--- config.mk ---
export PLATFORM = sky130hd
export DESIGN_NAME = ex_cloz_ctrl
export DESIGN_NICKNAME = d
export VERILOG_FILES = /design/src/rtl/ex_cloz_ctrl.sv
export SDC_FILE = /design/constraint.sdc
export NUM_CORES = 1
export LEC_CHECK = 0
export CORE_MARGIN = 2
export CORE_UTILIZATION = 35
export DETAILED_ROUTE_END_ITERATION = 6
export DONT_BUFFER_PORTS = 1
export REMOVE_ABC_BUFFERS = 1
export SYNTH_ARGS = -nofsm -noshare
export SYNTH_HDL_FRONTEND = slang
export SYNTH_SLANG_ARGS = --single-unit
--- constraint.sdc ---
create_clock -name clk -period 2.3 [get_ports clk]
set_clock_uncertainty 0.1 [all_clocks]
set_input_delay 0.115 -clock clk [delete_from_list [all_inputs] [get_ports clk]]
set_output_delay 0.115 -clock clk [all_outputs]
set_load 0.05 [all_outputs]
--- src/rtl/ex_cloz_ctrl.sv ---
// rtl/ex_cloz_ctrl.sv - EX-stage sequencer for the multi-cycle CLO/CLZ unit
// Stalls EX while the unit iterates, owns the valid/end handshake and a one-entry result cache.
module ex_cloz_ctrl #(
  parameter int TIMEOUT  = 48,
  parameter bit CACHE_EN = 1'b1
) (
  input  logic        clk,
  input  logic        rst,
  input  logic        ex_valid_i,
  input  logic [1:0]  ex_op_i,
  input  logic [31:0] ex_opdata_i,
  input  logic        flush_i,
  input  logic        wb_allow_i,
  output logic        stall_o,
  output logic        res_valid_o,
  output logic [31:0] res_o,
  output logic        busy_o,
  output logic        err_o,
  output logic        unit_valid_o,
  output logic        unit_one_o,
  output logic [31:0] unit_opdata_o,
  output logic        unit_end_o,
  input  logic        unit_ready_i,
  input  logic [31:0] unit_result_i
);

  localparam int WW = $clog2(TIMEOUT);
  localparam logic [WW-1:0] WD_LAST = WW'(TIMEOUT - 1);

  typedef enum logic [1:0] {IDLE, RUN, DONE} state_t;

  state_t        state;
  logic          killed;
  logic [WW-1:0] wdog;
  logic          cache_vld;
  logic          cache_one;
  logic [31:0]   cache_data;
  logic [31:0]   cache_res;
  logic [31:0]   res_q;
  logic          err_q;
  logic          one_q;
  logic [31:0]  opdata_q;

  logic op_ok, req_one, accept, hit, timeout, kill_now;

  always_comb begin
    op_ok    = (ex_op_i == 2'b01) || (ex_op_i == 2'b10);
    req_one  = ex_op_i[1];
    accept   = (state == IDLE) && ex_valid_i && op_ok && !flush_i;
    hit      = (CACHE_EN != 1'b0) && cache_vld && (cache_one == req_one) &&
               (cache_data == ex_opdata_i);
    timeout  = (state == RUN) && !unit_ready_i && (wdog == WD_LAST);
    kill_now = killed || flush_i;
  end

  // valid is withheld while ready is up so the unit's bit counter never overruns
  assign unit_valid_o  = (state == RUN) && !unit_ready_i;
  assign unit_end_o    = (state == RUN) && (unit_ready_i || timeout);
  assign stall_o       = accept || (state == RUN) || ((state == DONE) && !wb_allow_i);
  assign res_valid_o   = (state == DONE);
  assign busy_o        = (state != IDLE);
  assign res_o         = res_q;
  assign err_o         = err_q;
  assign unit_one_o    = one_q;
  assign unit_opdata_o = opdata_q;

  always_ff @(posedge clk or negedge rst) begin
    if (!rst) begin
      state      <= IDLE;
      killed     <= 1'b0;
      wdog       <= '0;
      cache_vld  <= 1'b0;
      cache_one  <= 1'b0;
      cache_data <= '0;
      cache_res  <= '0;
      res_q      <= '0;
      err_q      <= 1'b0;
      one_q      <= 1'b0;
      opdata_q   <= '0;
    end else begin
      case (state)
        IDLE: begin
          if (accept) begin
            killed <= 1'b0;
            if (hit) begin
              res_q <= cache_res;
              state <= DONE;
            end else begin
              one_q    <= req_one;
              opdata_q <= ex_opdata_i;
              wdog     <= '0;
              state    <= RUN;
            end
          end
        end
        RUN: begin
          if (flush_i) killed <= 1'b1;
          wdog <= wdog + 1'b1;
          if (unit_ready_i) begin
            // a squashed op still refreshes the cache: the result is valid for that operand
            res_q      <= unit_result_i;
            cache_vld  <= 1'b1;
            cache_one  <= one_q;
            cache_data <= opdata_q;
            cache_res  <= unit_result_i;
            state      <= kill_now ? IDLE : DONE;
          end else if (timeout) begin
            err_q <= 1'b1;
            res_q <= '0;
            state <= kill_now ? IDLE : DONE;
          end
        end
        DONE: begin
          if (flush_i || wb_allow_i) state <= IDLE;
        end
        default: state <= IDLE;
      endcase
    end
  end

endmodule

==> flow_summary_export.csv, run 1 <==
group,metric,value,unit
grt,grt_usage,16.2,%
detailed_routing,drt_iter0_drc,298,
floorplan,core_area,17100,sq um
final_layout,nNetsFinal,754,
sta,finalSetupTns,-0.404,ns
final_layout,fin_area,8060,sq um
min_path,hold_class,"in2async",
place,gp_congestion,0.773,
floorplan,die_y,136,microns
sta,rsz0062_at_grt,"true",
place,post-dp-hpwl,8990,microns
floorplan,start_util,35.5,%
detailed_routing,viasPerCell,4.87,
logic_synthesis,ys.flop_type,"dfrtp_1",
sta,slew_headroom,43.8,%
place,io_buffers,0,
clock_network,clockBufferDepth,2,
sta,setup_violations,23,
worst_setup_path,cp.required,2.50,ns
power_and_ir_drop,p_sw_share,40.1,%
logic_synthesis,syn_area_per_cell,10.4,sq um
floorplan,row_count,48,
logic_synthesis,syn_area,6070,sq um
clock_network,cts_num_sinks,141,
run,drv_cap,0,
detailed_routing,num_vias,4471,
power_and_ir_drop,p_comb_share,19.2,%
clock_network,cts_tree,"built",
detailed_routing,postRouteWirelength,15100,microns
detailed_routing,drtPass1Iterations,5,
logic_synthesis,syn_inst,584,
floorplan,die-width,136,microns
floorplan,dieArea,18400,sq um
clock_network,cts_max_level,4,
logic_synthesis,synth_top_cell_area_share,58.1,%
sta,tightest_slew,0.842,ns
sta,whs,-0.707,ns
final_layout,nFillCells,1543,
logic_synthesis,synth_enable_flop_cells,0,
power_and_ir_drop,clkPwrFrac,26.2,%
grt,grt_pass1_vias,4530,
worst_setup_path,path_max_fanout,8,
logic_synthesis,ys_seq_area_share,58.1,%
worst_setup_path,cpMaxStageDelayCell,"dfrtp_1",
final_layout,layout_common_cells,"nand2_1 (248), dfrtp_1 (141), dlygate4sd3_1 (69), mux2_2 (39), xnor2_1 (33)",
logic_synthesis,synth_seq_cells,141,
final_layout,insertedDiodeCount,0,
detailed_routing,drc,0,
logic_synthesis,synth-async-reset-ratio,100,%
clock_network,cts_buffers,17,
logic_synthesis,ys_warn_count,0,
clock_network,cts.clk_slew.worst_paths,0.06,ns
outcome,violations,"negative hold slack, negative setup slack",
worst_setup_path,critical_path_class,"reg2reg",
power_and_ir_drop,power.total,10.3,mW
place,dp_slack,-0.101,ns
worst_setup_path,max_stage_delay,0.40,ns
power_and_ir_drop,ir_drop,569,uV
detailed_routing,wl_per_cell,16.4,microns
logic_synthesis,yosysTopAreaCell,"dfrtp_1",
logic_synthesis,ys_types,34,
place,dpl_cell_area,6460,sq um
sta,maxSlewViolCount,0,
grt,overflow,0,
final_layout,area_growth,32.7,%
final_layout,layout_commonest_cell,"nand2_1",
power_and_ir_drop,switchingPower,4.13,mW
power_and_ir_drop,cellInternalPower,6.17,mW
worst_setup_path,path_cells,"xnor2_1 > nand4_1 > nor4_2 > buf_4 > nand3_4 > o31ai_4 > buf_6 > clkbuf_16 > mux2_2",
clock_network,root_buffer,"clkbuf_16",
detailed_routing,ant_nets,0,
floorplan,io_pins,143,
clock_network,clock_latency,0.41,ns
grt,grt_max_degree,142,
worst_setup_path,end_kind,"register",
grt,grt_pass1_wl,22800,microns
power_and_ir_drop,p_seq_share,54.5,%
outcome,status,"finished, violations left",
worst_setup_path,arrival,2.55,ns
power_and_ir_drop,p_per_area,1280,nW/um^2
sta,final.min_clock_period,2.36,ns
sta,fmax,424,MHz
sta,finalHoldViolCount,141,
grt,antenna_found_initial,0,
logic_synthesis,synth.top_cells.by_area,"dfrtp_1 (58%), nand2_1 (15%), mux2_2 (12%)",
clock_network,cts_hold_buf,69,
final_layout,drive_gt1_share,20.5,%
power_and_ir_drop,power_leakage,3.86,nW
worst_setup_path,start_kind,"register",
sta,setup_ws,-0.0586,ns
sta,finalCritPeriodShare,103,%
[worst max-delay path, delay by kind of cell, from the launching register on]
family,cells,cell delay (ns)
AND/OR/NAND/NOR,3,0.52
multiplexers,1,0.33
AO/OA/AOI/OAI,1,0.18
buffers and inverters,3,0.55
XOR/XNOR,1,0.16
flip-flops,1,0.40
[synthesized netlist by cell type (2+ instances only)]
cell type and number:
inv_1 4, mux2_2 66, buf_2 3, a21oi_1 7, nor2_1 9, nand4_1 8
nor3_1 3, xnor2_1 33, o2bb2ai_1 2, clkbuf_1 13, nand3_1 3, dfrtp_1 141
buf_1 5, o21ai_0 7, a31oi_1 2, nand2_1 250, a22o_1 8, buf_6 3
buf_4 2
[routing by layer]
| layer | share of wire (%) | up-vias | global-route usage (%) | routed length, microns |
|---|---|---|---|---|
| li1 | - | 2101 | - | - |
| met1 | 43 | 2234 | 19.5 | 6530 |
| met2 | 49 | 119 | 26.3 | 7430 |
| met3 | 5.7 | 17 | 5.39 | 864 |
| met4 | 1.7 | 0 | 7.29 | 252 |
| met5 | 0 | - | 0 | 0 |
[registers in the layout (all words and copies together), names as in the netlist]
signal,cells
unit_opdata_o,32
cache_vld,1
err_o,1
unit_one_o,1
res_o,32
cache_res,32
wdog,6
state,2
cache_data,32
cache_one,1
killed,1
[kinds of logic (layout without fill, tap and decap cells)]
logic type | Yosys count | count (layout) | synth area share (%)
compound gates | 30 | 30 | 3.54
buf+inv | 30 | 140 | 2.41
fa+ha+maj | 1 | 1 | 0.206
mux | 67 | 67 | 12.4
xor+xnor | 34 | 34 | 4.91
flops | 141 | 141 | 58.1
simple gates | 281 | 281 | 18.4
[final cells by class]
| type | count | area, sq um | area share [%] |
|---|---|---|---|
| Multi-Input combinational cell | 413 | 2530 | 31.4 |
| Timing Repair Buffer | 104 | 1120 | 13.9 |
| Inverter | 4 | 18.8 | 0.233 |
| Tap cell | 225 | 282 | 3.49 |
| Clock buffer | 20 | 447 | 5.54 |
| Clock inverter | 12 | 136 | 1.69 |
| Sequential cell | 141 | 3530 | 43.8 |
[power by group through the flow]
| stage | clock network, mW | logic [mW] | registers (mW) |
|---|---|---|---|
| floorplan | 0 | 1.33 | 5.43 |
| global placement | 0 | 1.58 | 5.60 |
| detailed placement | 0 | 1.65 | 5.65 |
| finish | 2.70 | 1.98 | 5.62 |
| CTS | 2.77 | 1.82 | 5.60 |
| global route | 2.90 | 2.20 | 5.73 |
[timing repair]
action | in CTS | in global routing
endpoints found under the setup margin | 33 | 66
resized for setup | 10 | 28
gates cloned | 2 | 4
hold endpoints to repair | 242 | 141
setup buffers | 2 | 2
[stage by stage]
| stage | util, % | std cells |
|---|---|---|
| finish | 47.1 | 919 |
| global route | 47.1 | 919 |
| CTS | 45.8 | 913 |
| detailed placement | 37.8 | 808 |
| global placement | 37.8 | 808 |
| floorplan | - | 558 |
[path summary, 6_finish.rpt]
check | slack [ns] | cells past startpoint | endpoint | from
min | -0.71 | 0 | unit_opdata_o[16]$_DFFE_PN0P_ | rst
max | -0.06 | 9 | res_o[28]$_DFFE_PN0P_ | cache_data[31]$_DFFE_PN0P_
max in group asynchronous | 2.63 | 0 | res_o[27]$_DFFE_PN0P_ | rst
min reg2reg | 0.37 | 2 | cache_res[10]$_DFFE_PN0P_ | cache_res[10]$_DFFE_PN0P_
max reg2reg | -0.06 | 9 | res_o[28]$_DFFE_PN0P_ | cache_data[31]$_DFFE_PN0P_
min in group clk | 0.05 | 4 | cache_res[27]$_DFFE_PN0P_ | unit_ready_i
No activity file was read; power rests on OpenSTA's default activity.
==> inputs of run 2 (changes only) <==
--- a/config.mk
+++ b/config.mk
@@ -10,4 +10,5 @@
 export DETAILED_ROUTE_END_ITERATION = 6
 export DONT_BUFFER_PORTS = 1
+export GPL_TIMING_DRIVEN = 1
 export REMOVE_ABC_BUFFERS = 1
 export SYNTH_ARGS = -nofsm -noshare
==> constraint.sdc (replaced) <==
create_clock -name clk -period 2.3 [get_ports clk]
set_clock_uncertainty 0.1 [all_clocks]
set_input_delay 0.115 -clock clk [delete_from_list [all_inputs] [get_ports clk]]
set_output_delay 0.115 -clock clk [all_outputs]
set_load 0.1 [all_outputs]
==> run 2 against run 1 <==
Fmax is 1.1% higher. Non-clock buffer count rose by 62. Register-to-register slack better by 0.03 ns. Critical path type unchanged. The flow still finishes with violations (negative hold slack, negative setup slack). Utilization grew 2.5 points. Critical path depth stayed put. Count of clock-buffer cells in the layout rose by 3. Sequential power decreased by 31%. First-iteration DRC count shrank 45%. Final cell count increased by 6.7%. Die area is the same. Combinational power rose to 3.0 times the previous value.
==> flow_summary_export.csv, run 2 (synthesis results as in run 1) <==
group,metric,value,unit
run,drv_cap,0,
place,gp_congestion,0.780,
worst_setup_path,max_stage_delay,0.36,ns
sta,tightest_slew,0.906,ns
clock_network,cts.clk_slew.worst_paths,0.06,ns
sta,rsz0062_at_grt,"true",
outcome,violations,"negative hold slack, negative setup slack",
place,post-dp-hpwl,9130,microns
sta,setup_violations,9,
sta,maxSlewViolCount,0,
detailed_routing,postRouteWirelength,15100,microns
worst_setup_path,arrival,2.53,ns
final_layout,fin_cells,981,
clock_network,cts_max_level,4,
floorplan,core_area,17100,sq um
grt,overflow,0,
grt,grt_usage,17.1,%
detailed_routing,drtPass1Iterations,6,
grt,grt_max_degree,142,
worst_setup_path,critical_path_class,"reg2reg",
detailed_routing,ant_nets,0,
worst_setup_path,path_max_fanout,8,
sta,final.min_clock_period,2.33,ns
clock_network,cts_buffers,17,
detailed_routing,wl_per_cell,15.4,microns
floorplan,die-width,136,microns
final_layout,layout_commonest_cell,"nand2_1",
sta,fmax,429,MHz
worst_setup_path,start_kind,"register",
worst_setup_path,path_cells,"ha_2 > nand3_2 > nor3b_2 > nor2_1 > mux2_4 > o31ai_4 > buf_12 > clkbuf_16 > mux2_2",
clock_network,cts_hold_buf,69,
detailed_routing,num_vias,4640,
power_and_ir_drop,ir_drop,678,uV
floorplan,start_util,35.5,%
grt,grt_pass1_vias,4806,
detailed_routing,drc,0,
power_and_ir_drop,power_leakage,4.16,nW
clock_network,cts_tree,"built",
worst_setup_path,end_kind,"register",
final_layout,nNetsFinal,816,
place,dpl_cell_area,6970,sq um
floorplan,die_y,136,microns
sta,slew_headroom,39.6,%
grt,antenna_found_initial,0,
outcome,status,"finished, violations left",
worst_setup_path,rrSetupSlack,-0.03,ns
grt,grt_pass1_wl,24500,microns
place,io_buffers,0,
worst_setup_path,cpMaxStageDelayCell,"dfrtp_1",
worst_setup_path,r2r_start,"wdog[1]$_DFFE_PN0P_",
floorplan,io_pins,143,
worst_setup_path,critPathLaunch,"wdog[1]$_DFFE_PN0P_",
sta,finalHoldViolCount,141,
final_layout,area_growth,39.8,%
place,placed_cells,871,
final_layout,drive_gt1_share,27.1,%
clock_network,clockBufferDepth,2,
sta,finalCritPeriodShare,101,%
sta,setup_ws,-0.0324,ns
min_path,hold_class,"in2async",
final_layout,layout_common_cells,"nand2_1 (248), dfrtp_1 (141), buf_4 (85), dlygate4sd3_1 (69), mux2_2 (42)",
worst_setup_path,cp.required,2.49,ns
detailed_routing,viasPerCell,4.73,
floorplan,row_count,48,
final_layout,insertedDiodeCount,0,
clock_network,clock_latency,0.41,ns
power_and_ir_drop,p_per_area,1480,nW/um^2
detailed_routing,drt_iter0_drc,163,
final_layout,fin_area,8490,sq um
sta,whs,-0.705,ns
clock_network,cts_num_sinks,141,
clock_network,root_buffer,"clkbuf_16",
floorplan,dieArea,18400,sq um
run 2: timing repair:
item / 4_1_cts / 5_1_grt
endpoints found under the hold margin: 242 / 141
buffers inserted: 4 / 2
gates resized for setup: 22 / 12
pin swaps: 0 / 1
setup endpoints to repair: 32 / 67
cloned: 2 / 1
run 2: worst max-delay path: cells and delay by family, from the launching register on:
kind	cells	cell delay, ns
AND/OR/NAND/NOR	3	0.36
AO/OA/AOI/OAI	1	0.25
adder cells (fa/ha/maj)	1	0.19
buffers and inverters	2	0.33
multiplexers	2	0.61
flip-flops	1	0.36
run 2: routing by layer:
layer	part of all wire (%)	global-route usage [%]	wire length [microns]
met1	44	21.2	6610
met2	50	29.0	7510
met3	4.8	4.79	729
met4	1.6	5.50	239
met5	0	0	0
run 2: worst paths after layout:
kind | end | cells after the start
hold reg to reg | cache_res[4]$_DFFE_PN0P_ | 2
hold / removal | cache_data[16]$_DFFE_PN0P_ | 0
setup reg to reg | res_o[12]$_DFFE_PN0P_ | 9
setup / recovery | res_o[12]$_DFFE_PN0P_ | 9
max in group asynchronous | cache_res[25]$_DFFE_PN0P_ | 0
min in group clk | cache_vld$_DFFE_PN0P_ | 3
run 2: final cells by class:
type / count / area (sq um)
fill: 1573 / 8630
sequential: 141 / 3530
multi-input combinational: 413 / 2530
timing repair buffer: 166 / 1570
clock buffer: 23 / 478
tap: 225 / 282
clock inverter: 9 / 86.3
inverter: 4 / 15.0
run 2: metrics by stage:
| step | TNS (ns) | power [mW] | hold slack (ns) | setup WS (ns) | utilization [%] |
|---|---|---|---|---|---|
| 3_5_place_dp | -3.21 | 9.66 | -0.278 | -0.115 | 40.7 |
| 2_1_floorplan | -24.46 | 8.41 | -0.281 | -0.613 | - |
| 6_report | -0.233 | 12.5 | -0.705 | -0.0324 | 49.6 |
| 3_3_place_gp | -2.21 | 9.52 | -0.277 | -0.0744 | 40.7 |
| 4_1_cts | -0.938 | 12.6 | -0.725 | -0.0662 | 49.1 |
| 5_1_grt | -3.43 | 13.1 | -0.731 | -0.141 | 49.6 |
run 2: where the power goes:
| part | internal, mW | switching (mW) | leakage, nW |
|---|---|---|---|
| Combinational | 1.68 | 4.35 | 2.13 |
| Sequential | 3.41 | 0.480 | 1.76 |
| Clock | 1.58 | 1.05 | 0.274 |
| Total | 6.66 | 5.88 | 4.16 |
==> inputs of run 3 (changes only) <==
==> constraint.sdc (replaced) <==
create_clock -name clk -period 2.3 [get_ports clk]
set_clock_uncertainty 0.1 [all_clocks]
set_input_delay 0.46 -clock clk [delete_from_list [all_inputs] [get_ports clk]]
set_output_delay 0.46 -clock clk [all_outputs]
set_load 0.1 [all_outputs]
==> run 3 against run 2 <==
The run still ends with negative hold slack, negative setup slack left. Sequential share of layout area is 5.2 points higher. Fmax is 6.2% lower. Combinational power is 66% lower. Sequential power is 84% higher. Clock power is 19% higher. Count of clock-buffer cells in the layout is 1 lower. Critical path type unchanged. Largest cell class unchanged. Setup slack worse by 0.16 ns. Global-route usage is 2.0 points lower. Via count is 11% lower. Utilization is 5.5 points lower. Non-clock buffer count is 126 lower.
==> flow_summary_export.csv, run 3 (synthesis results as in run 1) <==
group,metric,value,unit
grt,overflow,0,
worst_setup_path,start_kind,"register",
detailed_routing,postRouteWirelength,14300,microns
grt,antenna_found_initial,0,
clock_network,root_buffer,"clkbuf_16",
floorplan,die_y,136,microns
run,drv_cap,0,
sta,setup_ws,-0.188,ns
detailed_routing,drtPass1Iterations,4,
clock_network,cts_num_sinks,141,
final_layout,insertedDiodeCount,0,
clock_network,cts.clk_slew.worst_paths,0.06,ns
floorplan,start_util,35.5,%
detailed_routing,drc,0,
detailed_routing,wl_per_cell,16.7,microns
worst_setup_path,cpMaxStageDelayCell,"dfrtp_1",
clock_network,clock_latency,0.42,ns
grt,grt_pass1_wl,21500,microns
final_layout,area_growth,24.3,%
grt,grt_pass1_vias,4132,
min_path,hold_class,"in2async",
clock_network,clockBufferDepth,2,
worst_setup_path,path_max_fanout,8,
worst_setup_path,max_stage_delay,0.41,ns
detailed_routing,drt_iter0_drc,188,
floorplan,io_pins,143,
place,io_buffers,0,
detailed_routing,ant_nets,0,
final_layout,nFillCells,1589,
worst_setup_path,arrival,2.68,ns
final_layout,drive_gt1_share,24.5,%
sta,rsz0062_at_grt,"true",
floorplan,dieArea,18400,sq um
final_layout,fin_util,44.1,%
floorplan,row_count,48,
final_layout,multi_input_area,2580,sq um
detailed_routing,num_vias,4137,
power_and_ir_drop,power_leakage,3.67,nW
outcome,status,"finished, violations left",
final_layout,layout_common_cells,"nand2_1 (248), dfrtp_1 (141), mux2_2 (35), xnor2_1 (32), mux2_4 (32)",
sta,finalHoldViolCount,141,
sta,fmax,402,MHz
floorplan,core_area,17100,sq um
place,post-dp-hpwl,8770,microns
final_layout,nNetsFinal,690,
sta,finalCritPeriodShare,108,%
grt,grt_max_degree,142,
final_layout,layout_commonest_cell,"nand2_1",
sta,slew_headroom,35.5,%
clock_network,cts_max_level,4,
sta,setup_violations,65,
sta,tightest_slew,0.967,ns
clock_network,cts_buffers,17,
sta,maxSlewViolCount,0,
sta,final.min_clock_period,2.49,ns
final_layout,fin_area,7540,sq um
final_layout,regArea,3530,sq um
floorplan,die-width,136,microns
worst_setup_path,end_kind,"register",
worst_setup_path,path_cells,"xnor2_2 > nand4_1 > nor4_2 > buf_4 > nand3_4 > o31ai_4 > buf_12 > clkbuf_16 > mux2_4",
grt,grt_usage,15.1,%
clock_network,cts_tree,"built",
outcome,violations,"negative hold slack, negative setup slack",
power_and_ir_drop,p_per_area,1630,nW/um^2
worst_setup_path,critical_path_class,"reg2reg",
place,gp_congestion,0.790,
sta,whs,-0.365,ns
worst_setup_path,cp.required,2.50,ns
power_and_ir_drop,ir_drop,722,uV
detailed_routing,viasPerCell,4.84,
place,dpl_cell_area,6510,sq um
[run 3: worst max-delay path: cells and delay by family (launching register included)]
family                    cells  cell delay [ns]
and+or+nand+nor               3             0.57
buffers and inverters         3             0.53
DFF                           1             0.41
muxes                         1             0.30
AOI/OAI and AO/OA             1             0.27
xor gates and xnor gates      1             0.16
[run 3: worst paths after layout]
check | to | cells past startpoint | slack, ns | startpoint
setup / recovery | res_o[6]$_DFFE_PN0P_ | 9 | -0.19 | cache_data[8]$_DFFE_PN0P_
hold / removal | unit_opdata_o[25]$_DFFE_PN0P_ | 0 | -0.37 | rst
setup reg to reg | res_o[6]$_DFFE_PN0P_ | 9 | -0.19 | cache_data[8]$_DFFE_PN0P_
hold reg to reg | cache_res[14]$_DFFE_PN0P_ | 2 | 0.37 | cache_res[14]$_DFFE_PN0P_
max in group asynchronous | cache_res[9]$_DFFE_PN0P_ | 0 | 2.23 | rst
min in group clk | state[0]$_DFFE_PN0P_ | 1 | 0.04 | unit_ready_i
[run 3: stage by stage]
| step | setup WS (ns) | total power, mW | hold slack, ns | cells | TNS (ns) |
|---|---|---|---|---|---|
| global route | -0.284 | 12.9 | -0.400 | 854 | -14.78 |
| CTS | -0.0965 | 12.1 | -0.386 | 846 | -2.78 |
| floorplan | -0.799 | 8.41 | 0.0644 | 558 | -28.73 |
| global placement | -0.222 | 8.86 | 0.0670 | 811 | -10.08 |
| detailed placement | -0.235 | 8.97 | 0.0665 | 811 | -10.51 |
| finish | -0.188 | 12.3 | -0.365 | 854 | -7.68 |
[run 3: area by class of cell]
type,count,area share (%)
Tap cell,225,3.73
Timing Repair Buffer,40,6.09
Inverter,4,0.232
Clock inverter,9,2.39
Clock buffer,22,6.55
Multi-Input combinational cell,413,34.2
Sequential cell,141,46.8
[run 3: layer usage]
metal | up-vias | share of wire [%] | global-route usage, %
met5 | - | 0 | 0
met1 | 2074 | 45 | 19.6
li1 | 1967 | - | -
met3 | 13 | 5.6 | 5.24
met2 | 83 | 48 | 23.5
met4 | 0 | 1.1 | 5.38
[run 3: report_power, final]
part | switching [mW] | internal [mW] | leakage (nW)
sequential | 3.83 | 3.34 | 1.76
combinational | 0.881 | 1.15 | 1.59
clock | 1.05 | 2.07 | 0.329
[run 3: what timing repair did]
action,in CTS,in global routing
endpoints found under the setup margin,62,69
cloned,0,5
pin swaps,2,8
resized for setup,5,45
endpoints found under the hold margin,141,141
setup buffers,4,4
